File: config.mk
export PLATFORM = sky130hd
export DESIGN_NAME = mem_access_stage
export DESIGN_NICKNAME = d
export VERILOG_FILES = /design/src/rtl/riscv_pkg.sv /design/src/rtl/mem_timeout_counter.sv /design/src/rtl/mem_access_stage.sv
export SDC_FILE = /design/constraint.sdc
export NUM_CORES = 1
export LEC_CHECK = 0
export BUFFER_PORTS_ARGS = -buffer_cell sky130_fd_sc_hd__buf_2
export CORE_AREA = 2 2 122 124
export CTS_CLUSTER_SIZE = 10
export DETAILED_ROUTE_END_ITERATION = 7
export DIE_AREA = 0 0 124 126
export PLACE_DENSITY_LB_ADDON = 0.1
export SLEW_MARGIN = 20
export SYNTH_ARGS = -nofsm -noshare
export SYNTH_HDL_FRONTEND = slang
export SYNTH_SLANG_ARGS = --single-unit
File: constraint.sdc
create_clock -name clk -period 2.8 [get_ports clk]
set_clock_uncertainty 0.15 [all_clocks]
set_input_delay 0.56 -clock clk [delete_from_list [all_inputs] [get_ports clk]]
set_output_delay 0.56 -clock clk [all_outputs]
set_load 0.02 [all_outputs]
File: src/rtl/riscv_pkg.sv
// Shared types and constants for the RISC-V pipeline stages.
// Holds the MEM-stage FSM encoding and the write-back bubble value.
package riscv_pkg;

   localparam int WB_CTL_W   = 2;
   localparam int REG_ADDR_W = 5;

   localparam logic [WB_CTL_W-1:0] WB_CTL_BUBBLE = '0;

   typedef enum logic {
      MEM_IDLE,
      MEM_WAIT
   } mem_state_e;

endpackage

File: src/rtl/mem_timeout_counter.sv
// Watchdog counter for outstanding data-memory accesses.
// Expires on the LIMIT-th consecutive enabled cycle after a clear.
module mem_timeout_counter #(
   parameter int LIMIT = 16
) (
   input  logic clk,
   input  logic reset,
   input  logic clear,
   input  logic enable,
   output logic expired
);

   localparam int CW = (LIMIT > 2) ? $clog2(LIMIT) : 1;

   logic [CW-1:0] count;

   always_ff @(posedge clk) begin
      if (reset || clear) begin
         count <= '0;
      end else if (enable) begin
         count <= count + CW'(1);
      end
   end

   assign expired = enable && (count == CW'(LIMIT - 1));

endmodule

File: src/rtl/mem_access_stage.sv
// MEM pipeline stage: data-memory handshake, branch resolve, MEM/WB register.
// Define MEM_ACCESS_TIMEOUT_EN to enable the access watchdog and mem_fault.
module mem_access_stage
   import riscv_pkg::*;
#(
   parameter int TIMEOUT_CYCLES = 16
) (
   input  logic                  clk,
   input  logic                  reset,
   input  logic                  valid,
   input  logic [WB_CTL_W-1:0]   wb_ctl,
   input  logic                  branch,
   input  logic                  memread,
   input  logic                  memwrite,
   input  logic                  zero,
   input  logic [31:0]           add_result,
   input  logic [31:0]           alu_result,
   input  logic [31:0]           rdata2,
   input  logic [REG_ADDR_W-1:0] rd,
   output logic                  dmem_req,
   output logic                  dmem_we,
   output logic [31:0]           dmem_addr,
   output logic [31:0]           dmem_wdata,
   input  logic                  dmem_ready,
   input  logic [31:0]           dmem_rdata,
   output logic                  stall,
   output logic                  pcsrc,
   output logic [31:0]           branch_target,
   output logic                  wb_valid,
   output logic [WB_CTL_W-1:0]   wb_ctl_out,
   output logic [31:0]           read_data,
   output logic [31:0]           alu_result_out,
   output logic [REG_ADDR_W-1:0] rd_out,
   output logic                  mem_fault
);

   if (TIMEOUT_CYCLES < 2) begin : g_bad_timeout
      $error("TIMEOUT_CYCLES must be at least 2");
   end

   mem_state_e state, next_state;

   logic access;
   logic in_wait;
   logic expired;
   logic done;

`ifdef MEM_ACCESS_TIMEOUT_EN
   mem_timeout_counter #(
      .LIMIT   (TIMEOUT_CYCLES)
   ) u_timeout (
      .clk     (clk),
      .reset   (reset),
      .clear   (!in_wait && access),
      .enable  (in_wait && !dmem_ready),
      .expired (expired)
   );

   always_ff @(posedge clk) begin
      if (reset) begin
         mem_fault <= 1'b0;
      end else if (in_wait && expired) begin
         mem_fault <= 1'b1;
      end
   end
`else
   assign expired   = 1'b0;
   assign mem_fault = 1'b0;
`endif

   assign access        = valid && (memread || memwrite);
   assign in_wait       = (state == MEM_WAIT);
   assign pcsrc         = valid && branch && zero;
   assign branch_target = add_result;

   always_comb begin
      next_state = state;
      done       = 1'b0;
      stall      = 1'b0;
      unique case (state)
         MEM_IDLE: begin
            stall = access;
            if (access) next_state = MEM_WAIT;
         end
         MEM_WAIT: begin
            done  = dmem_ready || expired;
            stall = !done;
            if (done) next_state = MEM_IDLE;
         end
      endcase
   end

   always_ff @(posedge clk) begin
      if (reset) begin
         state <= MEM_IDLE;
      end else begin
         state <= next_state;
      end
   end

   // Request fields are captured once and held stable for the whole WAIT.
   always_ff @(posedge clk) begin
      if (reset) begin
         dmem_req   <= 1'b0;
         dmem_we    <= 1'b0;
         dmem_addr  <= '0;
         dmem_wdata <= '0;
      end else if (!in_wait && access) begin
         dmem_req   <= 1'b1;
         dmem_we    <= memwrite;
         dmem_addr  <= alu_result;
         dmem_wdata <= rdata2;
      end else if (done) begin
         dmem_req   <= 1'b0;
      end
   end

   always_ff @(posedge clk) begin
      if (reset) begin
         wb_valid       <= 1'b0;
         wb_ctl_out     <= WB_CTL_BUBBLE;
         read_data      <= '0;
         alu_result_out <= '0;
         rd_out         <= '0;
      end else begin
         // Timed-out loads return zero rather than whatever is on the bus.
         read_data <= (done && !dmem_we && dmem_ready) ? dmem_rdata : '0;
         if (stall) begin
            wb_valid   <= 1'b0;
            wb_ctl_out <= WB_CTL_BUBBLE;
         end else begin
            wb_valid       <= valid;
            wb_ctl_out     <= wb_ctl;
            alu_result_out <= alu_result;
            rd_out         <= rd;
         end
      end
   end

endmodule

# After elaboration in Yosys (flattened, before gate mapping)
# Cells that the tools add are included.
# totals
register_bits	139
latch_bits	0
ramBits	0
romBits	0
inputBits	143
output_inout_bits	173
word_cells	32
memories	0
# classes
add_sub_neg	0
n_mul	0
div_mod_pow	0
order_cmp	0
n_eq_ne	0
n_shift	0
n_mux	7
n_bitwise	2
reduce_logical	13
# ops
op	count
$logic_and 1x1->1	6
$mux 1	5
$pmux 1 s2	2
$reduce_or 2->1	2
$logic_not 1->1	3
$not 1->1	2
$reduce_bool 2->1	1
$logic_or 1x1->1	1

# Depth between registers and ports, before layout
# logic_depth
depth_word	5
depth_mapped	6
depth_no_buf	3

# Least setup slack after synthesis
# No wires, ideal clock.
# synth_path
kind	input to output
startpoint	input memwrite
endpoint	output stall
t_arrival_ps	1434
required_ps	2090
setup_slack_ps	656
stages	5
path_buffers	2
path_cell_list	or2_4 a21oi_2 buf_2 buf_4 inv_1
# synth_via
elab_chain_len	3
# synth_lines
item	line_no	rtl
start, declared	mem_access_stage.sv:14	input logic memwrite,
$logic_or 1x1->1	mem_access_stage.sv:71	assign access = valid && (memread || memwrite);
$logic_and 1x1->1	mem_access_stage.sv:71	
$pmux 1 s2	mem_access_stage.sv:80	unique case (state)
end, declared	mem_access_stage.sv:26	output logic stall,
# No other way between the ends.

# Worst setup path in the final report
# layout_path
startpoint	register state, in the netlist in_wait
endpoint	output stall
# layout_via
elab_chain_len	2
# layout_lines
item	line_no	rtl
start, declared	mem_access_stage.sv:41	mem_state_e state, next_state;
start signal, assigned	mem_access_stage.sv:97	state <= next_state;
$not 1->1	n/a	
$pmux 1 s2 (*)	mem_access_stage.sv:80	
# Every way passes the cells marked *; elsewhere a longest branch is shown, timed or not.

==> impl_metrics.toml <==
[outcome]
run_status = "finished clean"

[synthesis]
ys_seq_area_frac = 0.543
synth_top_area_frac = 0.543
synthTopCellsByArea = "dfxtp_1 54%, a21oi_1 6.4%, o21ai_0 6.3%"
synth_nets = 687
ys_top_cells_by_count = "139 x dfxtp_1, 66 x a21oi_1, 65 x o21ai_0"
yosys.cell_count.top_type = "dfxtp_1"
synth_area_um2 = 5130
yosys.area.top_type = "dfxtp_1"
ys_ff_latch = 139
syn_area_per_cell_um2 = 9.43
async_reset_ff_frac = 0
synthFlopType = "dfxtp_1"
synth.distinct_cells = 22
synth_cells = 544
synth_edf_count = 0
ys_warn_count = 0

[timing]
tightest_slew_ns = 0.607
slew_violations = 0
rsz0062_at_grt = "false"
relSlewSlack = 0.594
finalCritPeriodShare = 0.785
holdWs_ns = 0.191
fmax_ghz = 0.455
post-route-min-period_ns = 2.20
setup_viol = 0
finalSetupTns_ns = 0
finalHoldViolations = 0

[final_layout]
final_core_util = 0.482
area_delta_synth_final_pct = 34.5
drive_gt1_frac = 0.399
finalInstanceArea_um2 = 6900
nNetsFinal = 884

[min_path]
min_path_cells = 2
hold_class = "input pin to flop"

[clocking]
cts_tree = "built"
cts-htree-levels = 4
clock-sinks = 139
cts_resized = 0
cts_made_buffers = 17
cts_setup_buffers = 0
cts_hold_buf = 0
cts_buffer_depth = 2
cts-root-buf = "clkbuf_16"
cts.reportedPaths.clkPinSlew_ns = 0.06
clock_latency_ns = 0.41

[floorplanning]
start_util = 0.358
coreArea_um2 = 14300
io_pins = 316
die_w_um = 124
die_area_um2 = 15600
dieHeight_um = 126
rows = 44

[setup_path]
cp.required_ns = 2.09
endpoint_kind = "output pin"
rr_worst_depth = 4
critical_path_class = "flop to output pin"
worstPathArrival_ns = 1.49
path_max_fanout = 4
worstSetupStartpointType = "flop"

[routing]
wl_um = 15700
routed-via-count = 4560
antenna_left = 0
drtIter0Drc = 317
drc = 0
vias_per_cell = 4.86
dr.pass1.iters = 4
wl_per_cell_um = 16.7

[placed_design]
place_area_um2 = 6280
dp_hpwl_um = 10900
gp_congestion = 0.753
portBuffers = 250

[power_and_ir_drop]
p_leak_uw = 0.00316
finalPower_uw = 5080
ir_drop_mv = 0.387
powerDensity_nw_per_um2 = 737

[global_route]
grt_usage = 0.198
antenna_found_initial = 2
grt_pass1_wl_um = 23300
grt_max_degree = 68
grt_pass1_vias = 4345
overflow = 0

[flow_run]
maxCapViolCount = 0
==> power by group <==
group | switching, uW | total [uW] | internal [uW] | leakage (uW)
sequential | 49.5 | 2140 | 2090 | 0.00114
combinational | 416 | 656 | 240 | 0.00172
clock | 836 | 2290 | 1450 | 0.000294
==> cell usage in the layout (no fill, tap or decap), types with 2 or more instances in the layout <==
master,synthesis,layout
clkinvlp_4,0,4
inv_1,2,2
bufinv_16,0,2
buf_2,13,249
clkinv_2,0,2
nand2_1,4,4
a21oi_1,66,66
clkbuf_8,0,6
o2bb2ai_1,37,37
o21ai_0,65,65
dfxtp_1,139,139
nand2b_1,38,37
clkbuf_16,0,17
buf_12,0,3
buf_4,35,10
nand3_1,64,64
and2_1,35,35
==> flip-flops by register name, summed over array words and instances (netlist names) <==
register	count
dmem_req	1
dmem_wdata	32
dmem_addr	32
read_data	32
rd_out	5
wb_valid	1
wb_ctl_out	2
dmem_we	1
in_wait	1
alu_result_out	32
==> final timing paths <==
check                        start                        end  slack [ns]
max             in_wait$_SDFF_PP0_                      stall        0.60
min                  dmem_rdata[9]    read_data[9]$_SDFF_PP0_        0.19
max reg2reg     in_wait$_SDFF_PP0_  dmem_addr[9]$_SDFFE_PP0P_        1.13
min reg2reg  dmem_req$_SDFFE_PP0P_      dmem_req$_SDFFE_PP0P_        0.31
==> stage by stage <==
step | worst slack, ns | cells
after floorplan | 0.656 | 544
after global placement | 0.623 | 906
after detailed placement | 0.614 | 906
after CTS | 0.579 | 938
after global routing | 0.507 | 939
final | 0.603 | 939
==> logic make-up (layout without fill, tap and decap cells) <==
group	after synthesis	count (layout)	share of synthesized area
other	1	2	0.000731
DFF	139	139	0.543
buffers and inverters	86	296	0.0976
AOI/OAI and AO/OA	170	170	0.197
and+or+nand+nor	148	148	0.162
==> critical path: stages (launching register included) <==
cell     delay [ns]
dfxtp_1        0.40
nor2b_1        0.39
a21oi_4        0.07
inv_1          0.07
buf_2          0.15
==> area by class of cell <==
class,count,area (um2)
inverter,2,7.51
timing repair buffer,262,1380
antenna,1,2.50
clock inverter,9,109
clock buffer,23,508
sequential,139,2780
tap,184,230
fill,1345,7420
multi-input combinational,319,1870
==> layer usage <==
layer	vias to the layer above	wire (um)	GRT usage	part of all wire
li1	2245	-	-	-
met1	2094	6260	0.227	0.40
met2	163	7600	0.322	0.48
met3	56	1180	0.0634	0.075
met4	2	667	0.112	0.042
met5	-	13	0	0.00083
Note: power is estimated with default switching activity, not from simulation.
